File: src/rtl/uart_rx_controller_if.sv
// Bus bundle between uart_rx_controller, its UartReceiver and the host register block.
// slave = controller view, master = the receiver/host side driving it.
interface uart_rx_controller_if #(
  parameter int unsigned CLOCK_DIVISOR_WIDTH = 24,
  parameter int unsigned FIFO_DEPTH          = 16
);
  localparam int unsigned CW = $clog2(FIFO_DEPTH) + 1;

  logic                             cfgWrite;
  logic [CLOCK_DIVISOR_WIDTH+5:0]   cfgWord;
  logic [1:0]                       dataBits;
  logic                             hasParity;
  logic [1:0]                       parityMode;
  logic                             extraStopBit;
  logic [CLOCK_DIVISOR_WIDTH-1:0]   clockDivisor;
  logic [8:0]                       rxDataOut;
  logic                             rxDataReceived;
  logic                             rxParityError;
  logic                             rxOverflow;
  logic                             rxBreak;
  logic                             receiveData;
  logic                             popReq;
  logic [9:0]                       popData;
  logic                             popValid;
  logic [CW-1:0]                    fifoCount;
  logic                             statusClear;
  logic                             errEnable;
  logic                             stickyParity;
  logic                             stickyOverrun;
  logic                             stickyBreak;
  logic                             stickyFifoOverrun;
  logic                             timeout;
  logic                             irq;

  modport slave (
    input  cfgWrite, cfgWord, rxDataOut, rxDataReceived, rxParityError, rxOverflow, rxBreak,
           popReq, statusClear, errEnable,
    output dataBits, hasParity, parityMode, extraStopBit, clockDivisor, receiveData,
           popData, popValid, fifoCount, stickyParity, stickyOverrun, stickyBreak,
           stickyFifoOverrun, timeout, irq
  );

  modport master (
    output cfgWrite, cfgWord, rxDataOut, rxDataReceived, rxParityError, rxOverflow, rxBreak,
           popReq, statusClear, errEnable,
    input  dataBits, hasParity, parityMode, extraStopBit, clockDivisor, receiveData,
           popData, popValid, fifoCount, stickyParity, stickyOverrun, stickyBreak,
           stickyFifoOverrun, timeout, irq
  );
endinterface

File: src/rtl/uart_rx_controller.sv
// Host-side sequencer for one UART receiver: line config, RX FIFO, ack pulse,
// sticky error status, character timeout and a level interrupt.
module uart_rx_controller #(
  parameter int unsigned CLOCK_DIVISOR_WIDTH = 24,
  parameter int unsigned FIFO_DEPTH          = 16,
  parameter int unsigned RX_THRESHOLD        = 8,
  parameter int unsigned TIMEOUT_BITS        = 40
) (
  input logic                 clk,
  input logic                 rst,
  uart_rx_controller_if.slave bus
);
  localparam int unsigned W  = CLOCK_DIVISOR_WIDTH;
  localparam int unsigned AW = $clog2(FIFO_DEPTH);
  localparam int unsigned CW = AW + 1;
  localparam int unsigned BW = $clog2(TIMEOUT_BITS + 1);

  typedef enum logic [1:0] {IDLE, CAPTURE, BREAK_ACK, WAIT_CLR} state_t;

  state_t        r_state, w_state_nxt;
  logic          w_push, w_brk, w_pop, w_full, w_wr, w_drop, w_to_clr, w_presc_tc;
  logic [9:0]    r_mem [FIFO_DEPTH];
  logic [AW-1:0] r_wr_ptr, r_rd_ptr;
  logic [CW-1:0] r_count;
  logic [W:0]    r_presc;
  logic [BW-1:0] r_bit_cnt, w_bit_nxt;
  logic [1:0]    r_data_bits, r_parity_mode;
  logic          r_has_parity, r_extra_stop;
  logic [W-1:0]  r_clk_div;
  logic          r_receive_data, r_pop_valid, r_timeout, r_irq;
  logic [9:0]    r_pop_data;
  logic          r_st_parity, r_st_overrun, r_st_break, r_st_fifo_ovr;

  always_ff @(posedge clk) begin
    if (!rst) r_state <= IDLE;
    else      r_state <= w_state_nxt;
  end

  // Capture wins over break; WAIT_CLR holds until the receiver drops both flags.
  always_comb begin
    w_state_nxt = r_state;
    w_push      = 1'b0;
    w_brk       = 1'b0;
    case (r_state)
      IDLE: begin
        if (bus.rxDataReceived) w_state_nxt = CAPTURE;
        else if (bus.rxBreak)   w_state_nxt = BREAK_ACK;
      end
      CAPTURE: begin
        w_push      = 1'b1;
        w_state_nxt = WAIT_CLR;
      end
      BREAK_ACK: begin
        w_brk       = 1'b1;
        w_state_nxt = WAIT_CLR;
      end
      WAIT_CLR: if (!bus.rxDataReceived && !bus.rxBreak) w_state_nxt = IDLE;
      default:  w_state_nxt = IDLE;
    endcase
  end

  assign w_full     = (r_count == CW'(FIFO_DEPTH));
  assign w_pop      = bus.popReq && (r_count != '0);
  assign w_wr       = w_push && (!w_full || w_pop);
  assign w_drop     = w_push && w_full && !w_pop;
  assign w_to_clr   = w_push || w_pop || (r_count == '0);
  assign w_presc_tc = (r_presc == {r_clk_div, 1'b1});

  always_ff @(posedge clk) begin
    if (w_wr) r_mem[r_wr_ptr] <= {bus.rxParityError, bus.rxDataOut};
  end

  always_ff @(posedge clk) begin
    if (!rst) begin
      r_wr_ptr    <= '0;
      r_rd_ptr    <= '0;
      r_count     <= '0;
      r_pop_valid <= 1'b0;
      r_pop_data  <= '0;
    end else begin
      r_pop_valid <= w_pop;
      if (w_wr)  r_wr_ptr <= r_wr_ptr + AW'(1);
      if (w_pop) begin
        r_rd_ptr   <= r_rd_ptr + AW'(1);
        r_pop_data <= r_mem[r_rd_ptr];
      end
      if (w_wr && !w_pop)      r_count <= r_count + CW'(1);
      else if (!w_wr && w_pop) r_count <= r_count - CW'(1);
    end
  end

  // Bit-time counter saturates at TIMEOUT_BITS; timeout rises on that edge.
  always_comb begin
    w_bit_nxt = r_bit_cnt;
    if (w_presc_tc && (r_bit_cnt != BW'(TIMEOUT_BITS))) w_bit_nxt = r_bit_cnt + BW'(1);
  end

  always_ff @(posedge clk) begin
    if (!rst || w_to_clr) begin
      r_presc   <= '0;
      r_bit_cnt <= '0;
      r_timeout <= 1'b0;
    end else begin
      r_presc   <= w_presc_tc ? '0 : r_presc + (W+1)'(1);
      r_bit_cnt <= w_bit_nxt;
      r_timeout <= (w_bit_nxt == BW'(TIMEOUT_BITS));
    end
  end

  always_ff @(posedge clk) begin
    if (!rst) begin
      r_data_bits    <= '0;
      r_has_parity   <= 1'b0;
      r_parity_mode  <= '0;
      r_extra_stop   <= 1'b0;
      r_clk_div      <= '0;
      r_receive_data <= 1'b0;
      r_st_parity    <= 1'b0;
      r_st_overrun   <= 1'b0;
      r_st_break     <= 1'b0;
      r_st_fifo_ovr  <= 1'b0;
      r_irq          <= 1'b0;
    end else begin
      if (bus.cfgWrite) begin
        r_data_bits   <= bus.cfgWord[1:0];
        r_has_parity  <= bus.cfgWord[2];
        r_parity_mode <= bus.cfgWord[4:3];
        r_extra_stop  <= bus.cfgWord[5];
        r_clk_div     <= bus.cfgWord[W+5:6];
      end
      r_receive_data <= (w_state_nxt == CAPTURE) || (w_state_nxt == BREAK_ACK);
      // A set event in the same cycle as statusClear takes precedence.
      r_st_parity   <= (w_push && bus.rxParityError) || (r_st_parity   && !bus.statusClear);
      r_st_overrun  <= (w_push && bus.rxOverflow)    || (r_st_overrun  && !bus.statusClear);
      r_st_break    <= w_brk                         || (r_st_break    && !bus.statusClear);
      r_st_fifo_ovr <= w_drop                        || (r_st_fifo_ovr && !bus.statusClear);
      r_irq <= (r_count >= CW'(RX_THRESHOLD)) || r_timeout ||
               (bus.errEnable && (r_st_parity || r_st_overrun || r_st_break || r_st_fifo_ovr));
    end
  end

  assign bus.dataBits          = r_data_bits;
  assign bus.hasParity         = r_has_parity;
  assign bus.parityMode        = r_parity_mode;
  assign bus.extraStopBit      = r_extra_stop;
  assign bus.clockDivisor      = r_clk_div;
  assign bus.receiveData       = r_receive_data;
  assign bus.popData           = r_pop_data;
  assign bus.popValid          = r_pop_valid;
  assign bus.fifoCount         = r_count;
  assign bus.stickyParity      = r_st_parity;
  assign bus.stickyOverrun     = r_st_overrun;
  assign bus.stickyBreak       = r_st_break;
  assign bus.stickyFifoOverrun = r_st_fifo_ovr;
  assign bus.timeout           = r_timeout;
  assign bus.irq               = r_irq;
endmodule

File: src/flat_wrapper.sv
// flat-port wrapper written by rule: the top's interface ports become plain ports
module uart_rx_controller_flat 
#(
  parameter int unsigned CLOCK_DIVISOR_WIDTH = 24,
  parameter int unsigned FIFO_DEPTH          = 16,
  parameter int unsigned RX_THRESHOLD        = 8,
  parameter int unsigned TIMEOUT_BITS        = 40
)
  (clk, rst, bus_cfgWrite, bus_cfgWord, bus_rxDataOut, bus_rxDataReceived, bus_rxParityError, bus_rxOverflow, bus_rxBreak, bus_popReq, bus_statusClear, bus_errEnable, bus_dataBits, bus_hasParity, bus_parityMode, bus_extraStopBit, bus_clockDivisor, bus_receiveData, bus_popData, bus_popValid, bus_fifoCount, bus_stickyParity, bus_stickyOverrun, bus_stickyBreak, bus_stickyFifoOverrun, bus_timeout, bus_irq);
  uart_rx_controller_if #(.CLOCK_DIVISOR_WIDTH(CLOCK_DIVISOR_WIDTH), .FIFO_DEPTH(FIFO_DEPTH)) bus_i ();
  input logic clk;
  input logic rst;
  input wire logic [$bits(bus_i.cfgWrite)-1:0] bus_cfgWrite;
  input wire logic [$bits(bus_i.cfgWord)-1:0] bus_cfgWord;
  input wire logic [$bits(bus_i.rxDataOut)-1:0] bus_rxDataOut;
  input wire logic [$bits(bus_i.rxDataReceived)-1:0] bus_rxDataReceived;
  input wire logic [$bits(bus_i.rxParityError)-1:0] bus_rxParityError;
  input wire logic [$bits(bus_i.rxOverflow)-1:0] bus_rxOverflow;
  input wire logic [$bits(bus_i.rxBreak)-1:0] bus_rxBreak;
  input wire logic [$bits(bus_i.popReq)-1:0] bus_popReq;
  input wire logic [$bits(bus_i.statusClear)-1:0] bus_statusClear;
  input wire logic [$bits(bus_i.errEnable)-1:0] bus_errEnable;
  output wire logic [$bits(bus_i.dataBits)-1:0] bus_dataBits;
  output wire logic [$bits(bus_i.hasParity)-1:0] bus_hasParity;
  output wire logic [$bits(bus_i.parityMode)-1:0] bus_parityMode;
  output wire logic [$bits(bus_i.extraStopBit)-1:0] bus_extraStopBit;
  output wire logic [$bits(bus_i.clockDivisor)-1:0] bus_clockDivisor;
  output wire logic [$bits(bus_i.receiveData)-1:0] bus_receiveData;
  output wire logic [$bits(bus_i.popData)-1:0] bus_popData;
  output wire logic [$bits(bus_i.popValid)-1:0] bus_popValid;
  output wire logic [$bits(bus_i.fifoCount)-1:0] bus_fifoCount;
  output wire logic [$bits(bus_i.stickyParity)-1:0] bus_stickyParity;
  output wire logic [$bits(bus_i.stickyOverrun)-1:0] bus_stickyOverrun;
  output wire logic [$bits(bus_i.stickyBreak)-1:0] bus_stickyBreak;
  output wire logic [$bits(bus_i.stickyFifoOverrun)-1:0] bus_stickyFifoOverrun;
  output wire logic [$bits(bus_i.timeout)-1:0] bus_timeout;
  output wire logic [$bits(bus_i.irq)-1:0] bus_irq;
  assign bus_i.cfgWrite = bus_cfgWrite;
  assign bus_i.cfgWord = bus_cfgWord;
  assign bus_i.rxDataOut = bus_rxDataOut;
  assign bus_i.rxDataReceived = bus_rxDataReceived;
  assign bus_i.rxParityError = bus_rxParityError;
  assign bus_i.rxOverflow = bus_rxOverflow;
  assign bus_i.rxBreak = bus_rxBreak;
  assign bus_i.popReq = bus_popReq;
  assign bus_i.statusClear = bus_statusClear;
  assign bus_i.errEnable = bus_errEnable;
  assign bus_dataBits = bus_i.dataBits;
  assign bus_hasParity = bus_i.hasParity;
  assign bus_parityMode = bus_i.parityMode;
  assign bus_extraStopBit = bus_i.extraStopBit;
  assign bus_clockDivisor = bus_i.clockDivisor;
  assign bus_receiveData = bus_i.receiveData;
  assign bus_popData = bus_i.popData;
  assign bus_popValid = bus_i.popValid;
  assign bus_fifoCount = bus_i.fifoCount;
  assign bus_stickyParity = bus_i.stickyParity;
  assign bus_stickyOverrun = bus_i.stickyOverrun;
  assign bus_stickyBreak = bus_i.stickyBreak;
  assign bus_stickyFifoOverrun = bus_i.stickyFifoOverrun;
  assign bus_timeout = bus_i.timeout;
  assign bus_irq = bus_i.irq;
  uart_rx_controller #(.CLOCK_DIVISOR_WIDTH(CLOCK_DIVISOR_WIDTH), .FIFO_DEPTH(FIFO_DEPTH), .RX_THRESHOLD(RX_THRESHOLD), .TIMEOUT_BITS(TIMEOUT_BITS)) u_core (.clk(clk), .rst(rst), .bus(bus_i));
endmodule
File: config.mk
export PLATFORM = sky130hd
export DESIGN_NAME = uart_rx_controller_flat
export DESIGN_NICKNAME = d
export VERILOG_FILES = /design/src/rtl/uart_rx_controller_if.sv /design/src/rtl/uart_rx_controller.sv /design/src/flat_wrapper.sv
export SDC_FILE = /design/constraint.sdc
export NUM_CORES = 1
export LEC_CHECK = 0
export CAP_MARGIN = 20
export CORE_MARGIN = 5
export CORE_UTILIZATION = 55
export CTS_CLUSTER_SIZE = 12
export DETAILED_ROUTE_END_ITERATION = 10
export HOLD_SLACK_MARGIN = 0.15
export PLACE_DENSITY = 0.77
export SETUP_SLACK_MARGIN = 0.2
export SLEW_MARGIN = 25
export SYNTH_ARGS = -nofsm -noshare
export SYNTH_HDL_FRONTEND = slang
export SYNTH_SLANG_ARGS = --single-unit
File: constraint.sdc
create_clock -name clk -period 3.5 [get_ports clk]
set_clock_uncertainty 0.1 [all_clocks]
set_input_delay 0.7 -clock clk [delete_from_list [all_inputs] [get_ports clk]]
set_output_delay 0.7 -clock clk [all_outputs]
set_load 0.1 [all_outputs]
Yosys cells after proc, flatten, opt, wreduce, memory -nomap -nowiden
Memories as Yosys holds them, arrays and structs flattened. A register that Yosys moved wholly into a read port is not among the register bits. Index checks and enable logic that the tools add are counted.

Muxes and demuxes: 11. Reduce and logical (&&, ||, !) cells: 43. Eq/ne operators: 9. Add/subtract/negate cells: 6. Magnitude comparators: 1.

Operator list (count): adder 25 x 1 -> 25 bit (second input constant) (1); equality test 25 bit (1); logical AND 1 bit (15); logical OR 1 bit (14); 2-to-1 mux 5 bit (2); adder 4 x 1 -> 4 bit (second input constant) (2); zero test 1 bit (8); adder 6 x 1 -> 6 bit (second input constant) (1); equality test 2 bit (second input constant) (3); equality test 6 bit (second input constant) (1); 2-to-1 mux 2 bit (3); 2-to-1 mux 6 bit (1); inequality test 6 bit (second input constant) (1); case mux 2 bit (3 select lines) (1); adder 5 x 1 -> 5 bit (second input constant) (1); equality test 5 bit (second input constant) (1); >= comparator 5 x 4 -> 1 bit (second input constant) (1); zero test 5 bit (1); nonzero test 5 bit (1); subtractor 5 x 1 -> 5 bit (second input constant) (1); equality test 2 x 1 -> 1 bit (second input constant) (2); 2-to-1 mux 1 bit (4); OR reduction 2 bit (2); zero test 2 bit (1); nonzero test 2 bit (1).

Logic and storage cells: 90. Memories: 1. Bits in writable memories: 160. Register bits after elaboration: 84.

Memories: u_core.r_mem (words 16, width 10, read ports 1, clocked after memory_dff 1, wr ports 1, line uart_rx_controller.sv:22) `logic [9:0] r_mem [FIFO_DEPTH];`.

Depth between registers and ports, before layout
Word-level depth: 8. Gate-level depth with buffers: 13.

Worst setup path after synthesis
OpenSTA, ideal clock, no wires.

Path type: flip-flop to flip-flop. From: reg u_core.r_count[0], in the netlist u_core.bus.fifoCount[0]. To: reg u_core.r_count[4], in the netlist u_core.bus.fifoCount[4]. Arrival: 3537 ps. Setup slack: -213 ps. Library setup time: 76 ps. Stages on the path, launching flop included: 14. Cells stage by stage: dfxtp_1 or4_1 nor2_1 nor2b_1 inv_1 clkbuf_1 ha_1 inv_1 fa_1 a21o_1 a21oi_1 xnor2_1 or3_1 a21boi_0.

Word-level cells in the longest chain between the ends: 7. Elaborated cells between the ends (all ways): 15. Those cells by class: add/sub (2); eq/ne (1); mux (2); reduce/logical (10).

Ends and longest elaborated chain: from (decl) (line uart_rx_controller.sv:24) `logic [CW-1:0] r_count;`; from (signal assigned) (line uart_rx_controller.sv:87) `if (w_wr && !w_pop) r_count <= r_count + CW'(1);`; from (signal assigned) (line uart_rx_controller.sv:88) `else if (!w_wr && w_pop) r_count <= r_count - CW'(1);`; branches (longest 7 deep; another with subtractor 5 x 1 -> 5 bit).

Several ways; the timed one is not identified. The select of a mux whose other input is x is not followed. A chain may end at the register's enable or synchronous reset.

Worst setup path after layout
Same ends and word-level chain as after synthesis.

==> qor.yml <==
yosys-top-cells-count: "160 x edfxtp_1, 94 x dfxtp_1, 50 x mux4_2, 50 x nor2_1, 47 x nand2_1"
synth_cell_types: 42
cts_root_buf: "clkbuf_16"
avgSynthCellArea_sq_um: 14.5
gp_congestion: 0.849
ys_seq_area_share_pct: 64.1
cts_setup_buffers: 0
drc: 0
cts_tree: "yes"
cp.required_ns: 3.84
peakVddDrop_uv: 451
cp.arrival_ns: 3.46
setup_viol_count_final: 0
diodes: 0
crit_chain: "or4_1 -> nor2_1 -> nor2b_1 -> inv_1 -> ha_1 -> inv_1 -> fa_1 -> a21o_1 -> a21oi_1 -> xnor2_1 -> or3_1 -> a21boi_0"
startpoint_type: "flip-flop"
end_kind: "flip-flop"
p_leak_nw: 4.36
synthesis.nets: 783
synth_top_area_cell: "edfxtp_1"
drt_iter0_drc: 403
holdPathStages: 2
p_comb_share_pct: 27.8
hold_viol: 0
row_count: 50
grt_max_degree: 44
syn_area_sq_um: 10400
cts_made_buffers: 27
reg2reg_from: "u_core.bus.fifoCount[0]"
ys_dominant_reg_cell: "edfxtp_1"
die_y_um: 148
reg2reg_depth: 12
drive_gt1_share_pct: 20.3
async_reset_ff_share_pct: 0
dieWidth_um: 148
crit_path_frequent_cell: "inv_1"
worstPathMaxFanout: 5
synth_seq_cells: 254
fin_crit_ns: 3.12
portBuffers: 101
min_period_over_period_pct: 89.1
wl_per_cell_um: 20.6
clkPwrFrac_pct: 30.3
relSlewSlack_pct: 35.6
ant_nets: 0
p_seq_share_pct: 41.9
nFillCells: 1294
antenna_found_initial: 0
synth.top_cells.by_area: "edfxtp_1 46%, dfxtp_1 18%, mux4_2 11%"
p_sw_share_pct: 31.8
max_freq_ghz: 0.321
p_switching_mw: 2.67
hp-class: "flip-flop to flip-flop"
startpoint: "u_core.bus.fifoCount[0]"
crit_path_end: "u_core.bus.fifoCount[4]"
yosysTopAreaCellShare_pct: 46.1
drv_slew: 0
io_pins: 102
clockBufferDepth: 3
p_int_mw: 5.74
first_global_vias: 6445
via_count: 6296
fin_nets: 905
synthCells: 717
post-route-cell-area_sq_um: 12500
multi_input_area_sq_um: 3550
area_delta_synth_final_pct: 19.8
slowest_stage: "or4_1"
max_cap_viol_count: 0
synth.most_common_cell: "edfxtp_1"
drt_pre_antenna_iters: 5
core_area_sq_um: 18700
initial_core_util_pct: 55.8
power.density_nw_per_um2: 673
seqCellArea_sq_um: 6700
insertion_delay_ns: 0.53
grt_pass1_wl_um: 35000
grt_usage_pct: 20.4
grt_overflow: 0
status: "complete, no violations"
synth_edf_count: 160
r2r_end: "u_core.bus.fifoCount[4]"
placed_area_sq_um: 11700
avgViaCountPerCell: 5.76
grt_setup_unrepaired: "false"
dieArea_sq_um: 21800
dp_hpwl_um: 15000
ys_warn_count: 0
critPathKind: "flip-flop to flip-flop"
regToRegSetupSlack_ns: 0.38
drt_wl_total_um: 22500
worst-slew-pin-transition_ns: 0.963
setup_tns_ns: 0
clkTransAtPathRegs_ns: 0.06
htreeDepth: 1
crit_path_max_incr_delay_ns: 0.58
cts.sinks: 254
## registers in the layout, summed over array words and instances (netlist names), 2 cells and up
name / count
u_core.bus.clockDivisor: 24
u_core.bus.dataBits: 2
u_core.bus.fifoCount: 5
u_core.bus.parityMode: 2
u_core.bus.popData: 10
u_core.r_bit_cnt: 6
u_core.r_mem: 160
u_core.r_presc: 25
u_core.r_rd_ptr: 4
u_core.r_state: 2
u_core.r_wr_ptr: 4
## critical path: cells and delay by family (launching register included)
kind	cells	cell delay, ns
AOI/OAI and AO/OA	3	0.52
adders and majority gates	2	0.60
xor gates and xnor gates	1	0.09
and+or+nand+nor	4	1.18
buffers and inverters	2	0.19
DFF	1	0.36
## placed cells by master (no fill, tap or decap), types with 2 or more instances in the layout
cell | netlist | routed
nand4_1 | 10 | 10
dfxtp_4 | 0 | 2
nor2b_1 | 39 | 39
buf_2 | 2 | 2
a222oi_1 | 2 | 2
dfxtp_2 | 0 | 4
mux4_2 | 50 | 50
xnor2_1 | 35 | 35
inv_1 | 17 | 17
and3_1 | 6 | 6
clkinv_1 | 0 | 4
clkbuf_1 | 29 | 11
nor2_1 | 50 | 50
or4_1 | 5 | 5
clkbuf_8 | 0 | 2
buf_4 | 0 | 77
ha_1 | 16 | 16
dfxtp_1 | 94 | 88
nand2_1 | 47 | 47
clkdlybuf4s50_1 | 0 | 49
a21o_1 | 3 | 3
nand3_1 | 14 | 14
o21ai_0 | 6 | 6
or3_1 | 3 | 3
edfxtp_1 | 160 | 160
or2b_1 | 2 | 2
a21oi_1 | 8 | 8
a22oi_1 | 3 | 3
nor3_1 | 10 | 10
nand2b_1 | 3 | 3
clkbuf_16 | 0 | 27
clkinv_2 | 0 | 4
nor4_1 | 3 | 3
a21boi_0 | 14 | 14
mux2i_1 | 34 | 34
xor2_1 | 22 | 22
and2_1 | 13 | 13
## cell type report
type | instances | area share (%)
clock buffers | 40 | 5.96
clock inverters | 10 | 0.420
repair buffers | 129 | 8.79
well taps | 234 | 2.34
multi-input cells | 410 | 28.4
flip-flops and latches | 254 | 53.6
inverters | 17 | 0.511
## power by group through the flow
stage / clock [mW] / sequential, mW / combinational [mW]
final: 2.55 / 3.53 / 2.34
after global placement: 0 / 3.57 / 2.30
after CTS: 2.59 / 3.53 / 2.36
after floorplan: 0 / 4.18 / 1.13
after detailed placement: 0 / 3.59 / 2.34
after global routing: 2.73 / 3.55 / 2.47
## metrics by stage
stage / instances / utilization [%] / total power [mW] / worst slack [ns] / hold WS [ns]
floorplan: 717 / - / 5.31 / 0.230 / 0.341
global placement: 1044 / 62.5 / 5.87 / 0.279 / 0.354
detailed placement: 1044 / 62.5 / 5.94 / 0.105 / 0.366
CTS: 1094 / 66.8 / 8.48 / 0.356 / 0.374
global route: 1094 / 66.8 / 8.76 / 0.237 / 0.416
finish: 1094 / 66.8 / 8.42 / 0.381 / 0.372
## how the worst min path moves through the flow
stage / startpoint / to / slack [ns]
floorplan: u_core.r_presc[0] / u_core.r_presc[0] / 0.34
global placement: u_core.bus.popData[2] / u_core.bus.popData[2] / 0.35
detailed placement: u_core.bus.popData[4] / u_core.bus.popData[4] / 0.37
CTS: u_core.bus.popData[4] / u_core.bus.popData[4] / 0.37
global route: u_core.bus.popData[2] / u_core.bus.popData[2] / 0.42
finish: u_core.bus.popData[6] / u_core.bus.popData[6] / 0.37
## per-layer routing
layer / share of wire (%) / track usage, % / vias up
met5: 0 / 0 / -
met2: 52 / 36.6 / 232
met1: 39 / 25.7 / 3146
met3: 7.1 / 3.89 / 34
met4: 1.8 / 4.66 / 0
li1: - / - / 2884
## logic make-up (layout without fill, tap and decap cells)
group	Yosys count	in the layout	share of synthesized area, %
DFF	254	254	64.1
and+or+nand+nor	210	210	10.2
muxes	84	84	14.1
xor gates and xnor gates	57	57	4.79
buffers and inverters	53	196	1.93
AOI/OAI and AO/OA	42	42	2.81
adders and majority gates	17	17	2.11
## repair_timing
item / CTS / global route
hold buffers: 0 / 0
gates resized for setup: 0 / 1
setup endpoints to repair: 0 / 1
Note: power is estimated with default switching activity, not from simulation.
==> variant (config.mk and constraints unchanged) <==
`CLOCK_DIVISOR_WIDTH` is set to 24 in 3 places; all go to 12.
--- a/src/rtl/uart_rx_controller_if.sv
+++ b/src/rtl/uart_rx_controller_if.sv
@@ -3,3 +3,3 @@
 interface uart_rx_controller_if #(
-  parameter int unsigned CLOCK_DIVISOR_WIDTH = 24,
+  parameter int unsigned CLOCK_DIVISOR_WIDTH = 12,
   parameter int unsigned FIFO_DEPTH          = 16
--- a/src/rtl/uart_rx_controller.sv
+++ b/src/rtl/uart_rx_controller.sv
@@ -3,3 +3,3 @@
 module uart_rx_controller #(
-  parameter int unsigned CLOCK_DIVISOR_WIDTH = 24,
+  parameter int unsigned CLOCK_DIVISOR_WIDTH = 12,
   parameter int unsigned FIFO_DEPTH          = 16,
--- a/src/flat_wrapper.sv
+++ b/src/flat_wrapper.sv
@@ -3,3 +3,3 @@
 #(
-  parameter int unsigned CLOCK_DIVISOR_WIDTH = 24,
+  parameter int unsigned CLOCK_DIVISOR_WIDTH = 12,
   parameter int unsigned FIFO_DEPTH          = 16,
Ports: changed (resized bus_cfgWord and bus_clockDivisor); port bits go from 102 to 78. No check against the original RTL was run, so the function may have changed too.
==> variant against the original RTL <==
Sequential cell count decreased by 24. Design area decreased by 11%. First-iteration DRC count decreased by 17%. Wire length decreased by 17%. Total power decreased by 8.8%. Synthesized area decreased by 10%. Count of clock-buffer cells in the layout decreased by 6. Critical path depth decreased by 2. Fmax increased by 5.3%. Global-route usage decreased by 1.4 points. Worst hold slack improved by 0.0068 ns. Worst setup slack improved by 0.16 ns.
==> variant: results (changes against the original RTL) <==
[outcome]
status=finished, final reports clean

[synth]
synth.yosys.seq_area_share_pct=66.3  ; +2.2 points
synth_top_area_share_pct=51.3  ; +5.2 points
yosysWarnings=0  ; unchanged
synth_cell_type_count=52  ; +24%
ys_async_sr_fraction_pct=0  ; unchanged
synth_area_leaders=edfxtp_1, dfxtp_1, mux4_2
synth_common_cells=edfxtp_1, dfxtp_1, mux4_2
syn-num-nets=657  ; -16%
synth_cells=603  ; -16%

[route]
vias=5333  ; -15%
first_pass_iters=4  ; -1
drtIter0Drc=336  ; -17%

[grt]
grt_pass1_vias=5522  ; -14%
grt_pass1_wl_um=30000  ; -14%

[place]
dp_hpwl_um=12000  ; -20%
dp_cells=894  ; -14%
port_buffers=77  ; -24%
place.gp.congestion=0.787  ; -7.4%
postPlaceCellArea_um2=10400  ; -11%

[clocking]
insertion_delay_ns=0.51  ; -0.02 ns
cts_buffers=25  ; -7.4%

[layout]
nFillCells=1136  ; -12%
layout-drive-gt1-share_pct=19.8  ; -0.57 points

[timing]
tightest_slew_ns=0.982  ; +0.0186 ns

[setup_path]
worst_ep_arrival_time_ns=3.29  ; -0.17 ns
cp_slowest_stage_delay_ns=0.55  ; -0.03 ns
crit_slowest_cell=or4_4
crit_fanout=5  ; unchanged

[pwr]
ir_drop_mv=0.442  ; -2.2%

variant: power groups by stage:
| stage | clock (mW) | sequential (mW) | combinational, mW |
|---|---|---|---|
| finish | 2.31 | 3.23 | 2.14 |
| global route | 2.49 | 3.25 | 2.28 |
| CTS | 2.36 | 3.23 | 2.15 |
| detailed placement | 0 | 3.29 | 2.15 |
| global placement | 0 | 3.27 | 2.10 |
| floorplan | 0 | 3.85 | 1.14 |
variant: metrics by stage:
| step | utilization (%) | setup slack (ns) |
|---|---|---|
| 4_1_cts | 66.6 | 0.545 |
| 2_1_floorplan | - | 0.230 |
| 6_report | 66.6 | 0.538 |
| 3_5_place_dp | 62.3 | 0.256 |
| 5_1_grt | 66.6 | 0.382 |
| 3_3_place_gp | 62.3 | 0.327 |
variant: final cells by class:
type                       count  area share, %
clock inverter                10          0.463
multi-input combinational    327           26.5
inverter                      17          0.576
clock buffer                  34           6.04
tap                          220           2.48
sequential                   230           56.1
timing repair buffer         100           7.90
variant: final timing paths:
check	cells past startpoint	endpoint	slack (ns)	startpoint
worst max-delay path	10	u_core.bus.fifoCount[4]	0.54	u_core.bus.fifoCount[0]
worst min register to register	2	u_core.bus.popData[9]	0.38	u_core.bus.popData[9]
worst max register to register	10	u_core.bus.fifoCount[4]	0.54	u_core.bus.fifoCount[0]
worst min-delay path	2	u_core.bus.popData[9]	0.38	u_core.bus.popData[9]
variant: cells by family after synthesis:
kind of cell | after synthesis | share of synthesized area, %
and+or+nand+nor | 148 | 8.59
muxes | 64 | 12.2
DFF | 230 | 66.3
xor gates and xnor gates | 35 | 3.27
AOI/OAI and AO/OA | 63 | 4.88
adders and majority gates | 17 | 2.35
buffers and inverters | 46 | 2.43
variant: per-layer routing:
metal  up-vias  track usage [%]  wire length [um]
li1       2483                -                 -
met1      2631             24.6              7480
met2       189             32.9              9370
met3        30             4.23              1400
met4         0             4.39               340
met5         -                0                 0
variant: worst reg2reg max path: stages (launching register included):
cell      delay (ns)
dfxtp_4         0.36
or4_4           0.55
o31a_1          0.27
ha_1            0.23
inv_1           0.15
ha_1            0.30
a21o_1          0.20
a21oi_1         0.18
xnor2_1         0.09
or3_1           0.29
a21boi_0        0.16
